**src/rtl/enc_pkt_pkg.sv**
```systemverilog
// Shared definitions for the encoder packet format (enc_packet / enc_depacket):
// sync byte, beat count, header field positions and the depacketiser state type.
package enc_pkt_pkg;

   localparam logic [7:0] ENC_PKT_SYNC  = 8'hA5;
   localparam int         ENC_PKT_BEATS = 3;

   localparam int HDR_SYNC_MSB = 31;
   localparam int HDR_SYNC_LSB = 24;
   localparam int HDR_USER_BIT = 0;

   typedef enum logic [1:0] {
      HDR   = 2'd0,
      HI    = 2'd1,
      LO    = 2'd2,
      FLUSH = 2'd3
   } enc_depkt_state_t;

   function automatic logic hdr_sync_ok(input logic [31:0] beat);
      return beat[HDR_SYNC_MSB:HDR_SYNC_LSB] == ENC_PKT_SYNC;
   endfunction

endpackage

```
**src/rtl/axis_out_reg.sv**
```systemverilog
// Single-entry 64+1-bit AXI-Stream output register; a load always wins over
// the handshake, so a word can be replaced in the same cycle it is consumed.
module axis_out_reg (
   input  logic        clk,
   input  logic        aresetn,
   input  logic        load,
   input  logic [63:0] load_data,
   input  logic        load_user,
   output logic [63:0] out_data,
   output logic        out_user,
   output logic        out_valid,
   input  logic        out_ready
);

   always_ff @(posedge clk or negedge aresetn) begin
      if (!aresetn) begin
         out_valid <= 1'b0;
         out_data  <= '0;
         out_user  <= 1'b0;
      end else if (load) begin
         out_valid <= 1'b1;
         out_data  <= load_data;
         out_user  <= load_user;
      end else if (out_ready) begin
         out_valid <= 1'b0;
      end
   end

endmodule

```
**src/rtl/enc_depacket.sv**
```systemverilog
// Reassembles three-beat 32-bit packets (header, HI, LO) into 64-bit words with
// a user flag; malformed packets are flushed up to tlast and counted.
module enc_depacket
   import enc_pkt_pkg::*;
(
   input  logic        clk,
   input  logic        aresetn,
   input  logic [31:0] s_axis_tdata,
   input  logic        s_axis_tvalid,
   output logic        s_axis_tready,
   input  logic        s_axis_tlast,
   output logic [63:0] m_axis_tdata,
   output logic        m_axis_tuser,
   output logic        m_axis_tvalid,
   input  logic        m_axis_tready,
   output logic        m_axis_tlast,
   output logic [15:0] err_count
);

   enc_depkt_state_t state;
   logic [31:0]      data_hi;
   logic             user_hdr;
   logic             beat_acc;
   logic             load_word;
   logic             err_pulse;

   function automatic logic [15:0] sat_inc(input logic [15:0] v);
      return (v == 16'hFFFF) ? v : v + 16'd1;
   endfunction

   // Only the LO beat needs room in the output register; other beats keep flowing.
   assign s_axis_tready = !(state == LO && m_axis_tvalid && !m_axis_tready);
   assign beat_acc      = s_axis_tvalid && s_axis_tready;
   assign load_word     = beat_acc && (state == LO) && s_axis_tlast;
   assign m_axis_tlast  = m_axis_tvalid;

   assign err_pulse = beat_acc && (
        (state == HDR && (s_axis_tlast || !hdr_sync_ok(s_axis_tdata)))
     || (state == HI  && s_axis_tlast)
     || (state == LO  && !s_axis_tlast));

   always_ff @(posedge clk or negedge aresetn) begin
      if (!aresetn) begin
         state <= HDR;
      end else if (beat_acc) begin
         case (state)
            HDR: begin
               if (!s_axis_tlast)
                  state <= hdr_sync_ok(s_axis_tdata) ? HI : FLUSH;
            end
            HI:      state <= s_axis_tlast ? HDR : LO;
            LO:      state <= s_axis_tlast ? HDR : FLUSH;
            FLUSH:   state <= s_axis_tlast ? HDR : FLUSH;
            default: state <= HDR;
         endcase
      end
   end

   // Datapath latches carry no reset; the FSM state qualifies their use.
   always_ff @(posedge clk) begin
      if (beat_acc && state == HDR && !s_axis_tlast)
         user_hdr <= s_axis_tdata[HDR_USER_BIT];
      if (beat_acc && state == HI && !s_axis_tlast)
         data_hi <= s_axis_tdata;
   end

   always_ff @(posedge clk or negedge aresetn) begin
      if (!aresetn)
         err_count <= 16'h0000;
      else if (err_pulse)
         err_count <= sat_inc(err_count);
   end

   axis_out_reg u_out (
      .clk       (clk),
      .aresetn   (aresetn),
      .load      (load_word),
      .load_data ({data_hi, s_axis_tdata}),
      .load_user (user_hdr),
      .out_data  (m_axis_tdata),
      .out_user  (m_axis_tuser),
      .out_valid (m_axis_tvalid),
      .out_ready (m_axis_tready)
   );

endmodule

```
**config.mk**
```make
export PLATFORM = sky130hd
export DESIGN_NAME = enc_depacket
export DESIGN_NICKNAME = d
export VERILOG_FILES = /design/src/rtl/enc_pkt_pkg.sv /design/src/rtl/axis_out_reg.sv /design/src/rtl/enc_depacket.sv
export SDC_FILE = /design/constraint.sdc
export NUM_CORES = 1
export LEC_CHECK = 0
export ABC_AREA = 1
export BUFFER_PORTS_ARGS = -buffer_cell sky130_fd_sc_hd__buf_2
export CAP_MARGIN = 30
export CORE_ASPECT_RATIO = 0.9
export CORE_MARGIN = 8
export CORE_UTILIZATION = 45
export CTS_BUF_LIST = sky130_fd_sc_hd__clkbuf_4 sky130_fd_sc_hd__clkbuf_8 sky130_fd_sc_hd__clkbuf_16
export CTS_CLUSTER_SIZE = 8
export DETAILED_ROUTE_END_ITERATION = 10
export PLACE_DENSITY = 0.72
export SYNTH_ARGS = -nofsm -noshare
export SYNTH_HDL_FRONTEND = slang
export SYNTH_SLANG_ARGS = --single-unit
```
**constraint.sdc**
```tcl
create_clock -name clk -period 3.32 [get_ports clk]
set_clock_uncertainty 0.15 [all_clocks]
set_input_delay 0.498 -clock clk [delete_from_list [all_inputs] [get_ports clk]]
set_output_delay 0.498 -clock clk [all_outputs]
set_load 0.05 [all_outputs]
```
## After elaboration in Yosys (flattened, before gate mapping)

Cells that the tools add are included.

- Bits in registers: 117
- Input port bits: 37
- Output and inout bits: 84
- Logic and storage cells: 47

- Add/sub/neg operators: 1
- Equal/unequal tests: 6
- Muxes and demuxes: 7
- Bitwise logic cells: 1
- Reductions and logical operators: 25

Operators by type and width:

| operator | count |
|---|---|
| adder 16 x 1 -> 16 bit, second input constant | 1 |
| == test 16 bit, second input constant | 1 |
| logical AND 1 bit | 13 |
| == test 8 bit, second input constant | 1 |
| 2-to-1 mux 2 bit | 4 |
| one-hot mux 2 bit (3 select lines) | 1 |
| == test 2 bit, second input constant | 2 |
| logical NOT 1 bit | 4 |
| AND reduction 2 bit | 2 |
| logical OR 1 bit | 3 |
| == test 2 x 1 -> 1 bit, second input constant | 1 |
| logical NOT 2 bit | 1 |
| 2-to-1 mux 1 bit | 2 |
| inequality test 2 bit, second input constant | 1 |
| nonzero test 2 bit | 1 |
| OR reduction 2 bit | 1 |
| NOT 1 bit | 1 |

## Logic depth before layout (Yosys ltp)

- Depth in word-level cells: 8
- Depth in mapped cells: 10
- Mapped depth without buffers: 9

## Cells and area by module

Synthesis repeated with hierarchy kept, for this count alone.

- Cells, all modules: 506
- Area total of the unflattened synthesis: 4777.1 um^2

Modules (own cells, without submodules):

| module | times used | cells each | area each (um^2) | sequential area each (um^2) |
|---|---|---|---|---|
| axis_out_reg | 1 | 279 | 2511.2 | 1651.6 |
| enc_depacket | 1 | 227 | 2265.9 | 1441.4 |

## Worst setup path before layout

Ideal clock, no wire load.

- Path kind: input-to-reg
- Start point: input s_axis_tlast
- End point: register data_hi[0], enable pin
- Library setup time: 461 ps
- Arrival time: 2874 ps
- Data required time: 2709 ps
- Slack: -165 ps
- Cell stages on the path: 3
- Buffers on the path: 0
- Path through: inv_1 > nand2_1 > nor3_1

- Word-level cells in the longest chain between the ends: 2

RTL lines:

| item | line | source |
|---|---|---|
| start: declaration | enc_depacket.sv:11 | `input logic s_axis_tlast,` |
| logical NOT 1 bit | enc_depacket.sv:63 | `if (beat_acc && state == HI && !s_axis_tlast)` |
| logical AND 1 bit | enc_depacket.sv:63 |  |
| end signal: assignment | enc_depacket.sv:64 | `data_hi <= s_axis_tdata;` |
| end: declaration | enc_depacket.sv:21 | `logic [31:0] data_hi;` |

Every way passes these cells.
A chain may end at the register's enable or synchronous reset.

## Final worst setup path

- Start point: register u_out.out_valid
- End point: register u_out.out_data[22]

- Word-level cells in the longest chain between the ends: 6

RTL lines:

| item | line | source |
|---|---|---|
| start: declaration | axis_out_reg.sv:11 | `output logic out_valid,` |
| start signal: assignment | axis_out_reg.sv:17 | `out_valid <= 1'b0;` |
| start signal: assignment | axis_out_reg.sv:21 | `out_valid <= 1'b1;` |
| start signal: assignment | axis_out_reg.sv:25 | `out_valid <= 1'b0;` |
| logical AND 1 bit (2 in a row) | enc_depacket.sv:32 | `assign s_axis_tready = !(state == LO && m_axis_tvalid && !m_axis_tready);` |
| logical NOT 1 bit | enc_depacket.sv:32 |  |
| logical AND 1 bit | enc_depacket.sv:33 | `assign beat_acc = s_axis_tvalid && s_axis_tready;` |
| logical AND 1 bit (2 in a row) | enc_depacket.sv:34 | `assign load_word = beat_acc && (state == LO) && s_axis_tlast;` |
| end signal: assignment | axis_out_reg.sv:22 | `out_data <= load_data;` |
| end: declaration | axis_out_reg.sv:9 | `output logic [63:0] out_data,` |

Every way passes these cells.

==> results.md <==
* Most frequent cells after synthesis: nand2_1 (203), dfrtp_1 (84), nand3_1 (77)
* Fmax at 480.8 MHz
* Main area contributors after synthesis: dfrtp_1 (44%), edfxtp_1 (21%), nand2_1 (16%)
* Critical path capture point type: flip-flop
* Synth Flop Type: dfrtp_1
* CP arrival at 2220 ps
* Setup WS post-layout at roughly 1200 ps
* TritonCTS buffer count at 17
* Die span in x at between 100 and 150 um
* Largest delay contributor family on the critical path: buffers and inverters
* Power per cell area at 874.0 mW/mm2
* Critical setup path kind: flip-flop to flip-flop
* Syn Std Cell Area at 0.004820 mm2
* Final Hold Fails at 0
* Row count at 36
* Overflow left after global routing at 0
* First-pass GRT wire length at approximately 20 mm
* Final net count at between 600 and 700
* Fraction of registers with async set/reset at 71.79%
* R2r endpoint: u_out.out_data[22]
* Critical Path, Cell by Cell: inv_1, nor2_1, nand3_1, nand2_1, inv_2, nand2_2, buf_12, nand2_1, nand2_1
* Total core area at 0.01063 mm2
* Post-Syn Instances at 506
* Most area-hungry cell type in the Yosys netlist: dfrtp_1
* Hold Crit Class: primary input to flip-flop
* WL/cell at 15.27 um
* Required time worst endpoint at 3460 ps
* Root Driver: clkbuf_16
* Fillcell total at 953
* Crit path max fanout at 55
* Reg2reg setup slack at between 1000 and 1500 ps
* Hold Path Sink: data_hi[19]
* Count leader, synth: nand2_1
* Drt pass-1 iters at 4
* Synth cell types at 26
* Total wire length at 11.82 mm
* Final min period at around 2100 ps
* Number of remaining DRC errors at 0
* CP Launch Type: flip-flop
* Dpl hpwl at 7.999 mm
* RSZ-0062 raised after global routing: false
* Clock sink count at 117
* Fin crit share at 62.64%
* Clock transition at the registers of the reported paths at 50 ps
* Area delta synth->final at 28.17%
* GRT Util Overall at about 17%
* DRT iter0 DRCs at 333
* CTS tree: yes
* Buffers & Inverters on Critical Path at 3
* Post-synthesis register bit count at 117
* IO Port Bufs at 120
* Starting density of the core at 45.34%
* # IOs at between 100 and 150
* Clock Latency Late Sink at roughly 400 ps
* Worst path slowest cell: dfrtp_1
* Vias at 3960
* Mapped Avg Cell Area at 9.525 um2
* Post-synth top area share at about 44%
* Max-cap violations at 0
* Routed vias/inst at 5.116
* Initial antenna violation count at 0
* Gp weighted congestion at 0.8655
* H-tree level count at 4
* Worst hold start: s_axis_tdata[19]
* Post-route setup TNS at 0 ps
* Antenna Cells at 0
* Fin. max-slew vios at 0
* Worst-margin pin slew at 639.2 ps
* Path depth of the worst reg2reg path at 9
* Post-synth EDFFs at 33
* Status: finished clean
* WHS Path Cells at 1
* Worst VDD drop at 0.4588 mV
* Crit path top cell by count: nand2_1
* Die ar. at 0.01428 mm2
* Ratio of cells with drive above 1 in the final layout at a little over a quarter
* Post-CTS setup buffer count at 0
* Clk buf depth at 2
* Pin count of the biggest net entering global routing at 62
* Register area share after synthesis at between 60% and 70%
* Final setup violating endpoints at 0
* Syn nets at 544
* Crit path from: u_out.out_valid
* Max stage delay on crit path at around 390 ps
* Pre-CTS WS at 1010 ps
* Die Y at 114.2 um
* Post-route ant nets at 0
* P_leak at 3.144 nW
* Slew margin rel. at between 50 and 60%
* Number of global-route vias before repair at 4099
* Tot Pwr at 5.399 mW
* Critical R2R Launch: u_out.out_valid
* Synth warn at 0
==> where the power goes <==
part | internal, mW | switching [mW]
sequential | 1.76 | 0.185
combinational | 0.335 | 1.31
clock | 1.17 | 0.635
==> area by class of cell <==
cell class	instances	area (um2)	share of cell area, %
flip-flops and latches	117	3093	50.07
repair buffers	126	683.2	11.06
well taps	133	166.4	2.694
clock buffers	21	474.2	7.677
multi-input cells	344	1551	25.12
clock inverters	11	126.4	2.046
inverters	22	82.58	1.337
==> cells by family (layout without fill, tap and decap cells) <==
kind of cell	count (synthesis)	count (layout)	share of synthesized area (%)
DFF	117	117	64.17
adders and majority gates	1	1	0.2596
and+or+nand+nor	325	325	29.34
AOI/OAI and AO/OA	14	14	1.532
xor gates and xnor gates	4	4	0.7270
buffers and inverters	45	180	3.972
==> per-layer routing <==
metal	share of wire [%]	GRT usage (%)
met2	50	29.37
met4	0.93	6.159
met3	5.4	5.587
met5	0	0
met1	43	20.36
==> placed cells by master (no fill, tap or decap), types with 2 or more instances in the layout <==
cell       count
clkinv_4       5
o21ai_0        8
o21ai_1        5
dfrtp_1       84
xnor2_1        3
bufinv_16      2
nor2_1        20
inv_1         18
nand3_4        2
clkbuf_16     17
nand2_1      203
edfxtp_1      33
clkbuf_8       3
nand3_1       77
buf_2        119
nor2_4         2
inv_2          4
clkinv_2       3
nand4_1       14
nand2_2        3
buf_4          4
==> stage by stage <==
step                utilization [%]  cell area, um2  std cells  hold WS, ps
floorplan                         -            4825        506        52.41
global placement              52.11            5539        740        303.2
detailed placement            52.37            5567        741        303.8
CTS                           58.11            6177        774        119.5
global route                  58.11            6177        774        116.0
finish                        58.11            6177        774        136.6
==> timing repair <==
action                                  4_1_cts  5_1_grt
hold buffers                                  1        0
gates resized for setup                       0        0
endpoints found under the setup margin        0        0
endpoints found under the hold margin        38        0
==> state kept, by name, summed over array words and instances, names as in the netlist <==
signal / flops
u_out.out_data: 64
data_hi: 32
err_count: 16
state: 2
u_out.out_user: 1
u_out.out_valid: 1
user_hdr: 1
==> how the worst max path moves through the flow <==
| stage | slack [ps] | depth (start not counted) | to |
|---|---|---|---|
| after floorplan | 820 | 3 | data_hi[0] |
| after global placement | 1100 | 8 | u_out.out_valid |
| after detailed placement | 1010 | 8 | u_out.out_valid |
| after CTS | 1200 | 9 | u_out.out_data[30] |
| after global routing | 1010 | 8 | u_out.out_data[10] |
| final | 1240 | 9 | u_out.out_data[22] |
Power figures use the tool's default switching activity.
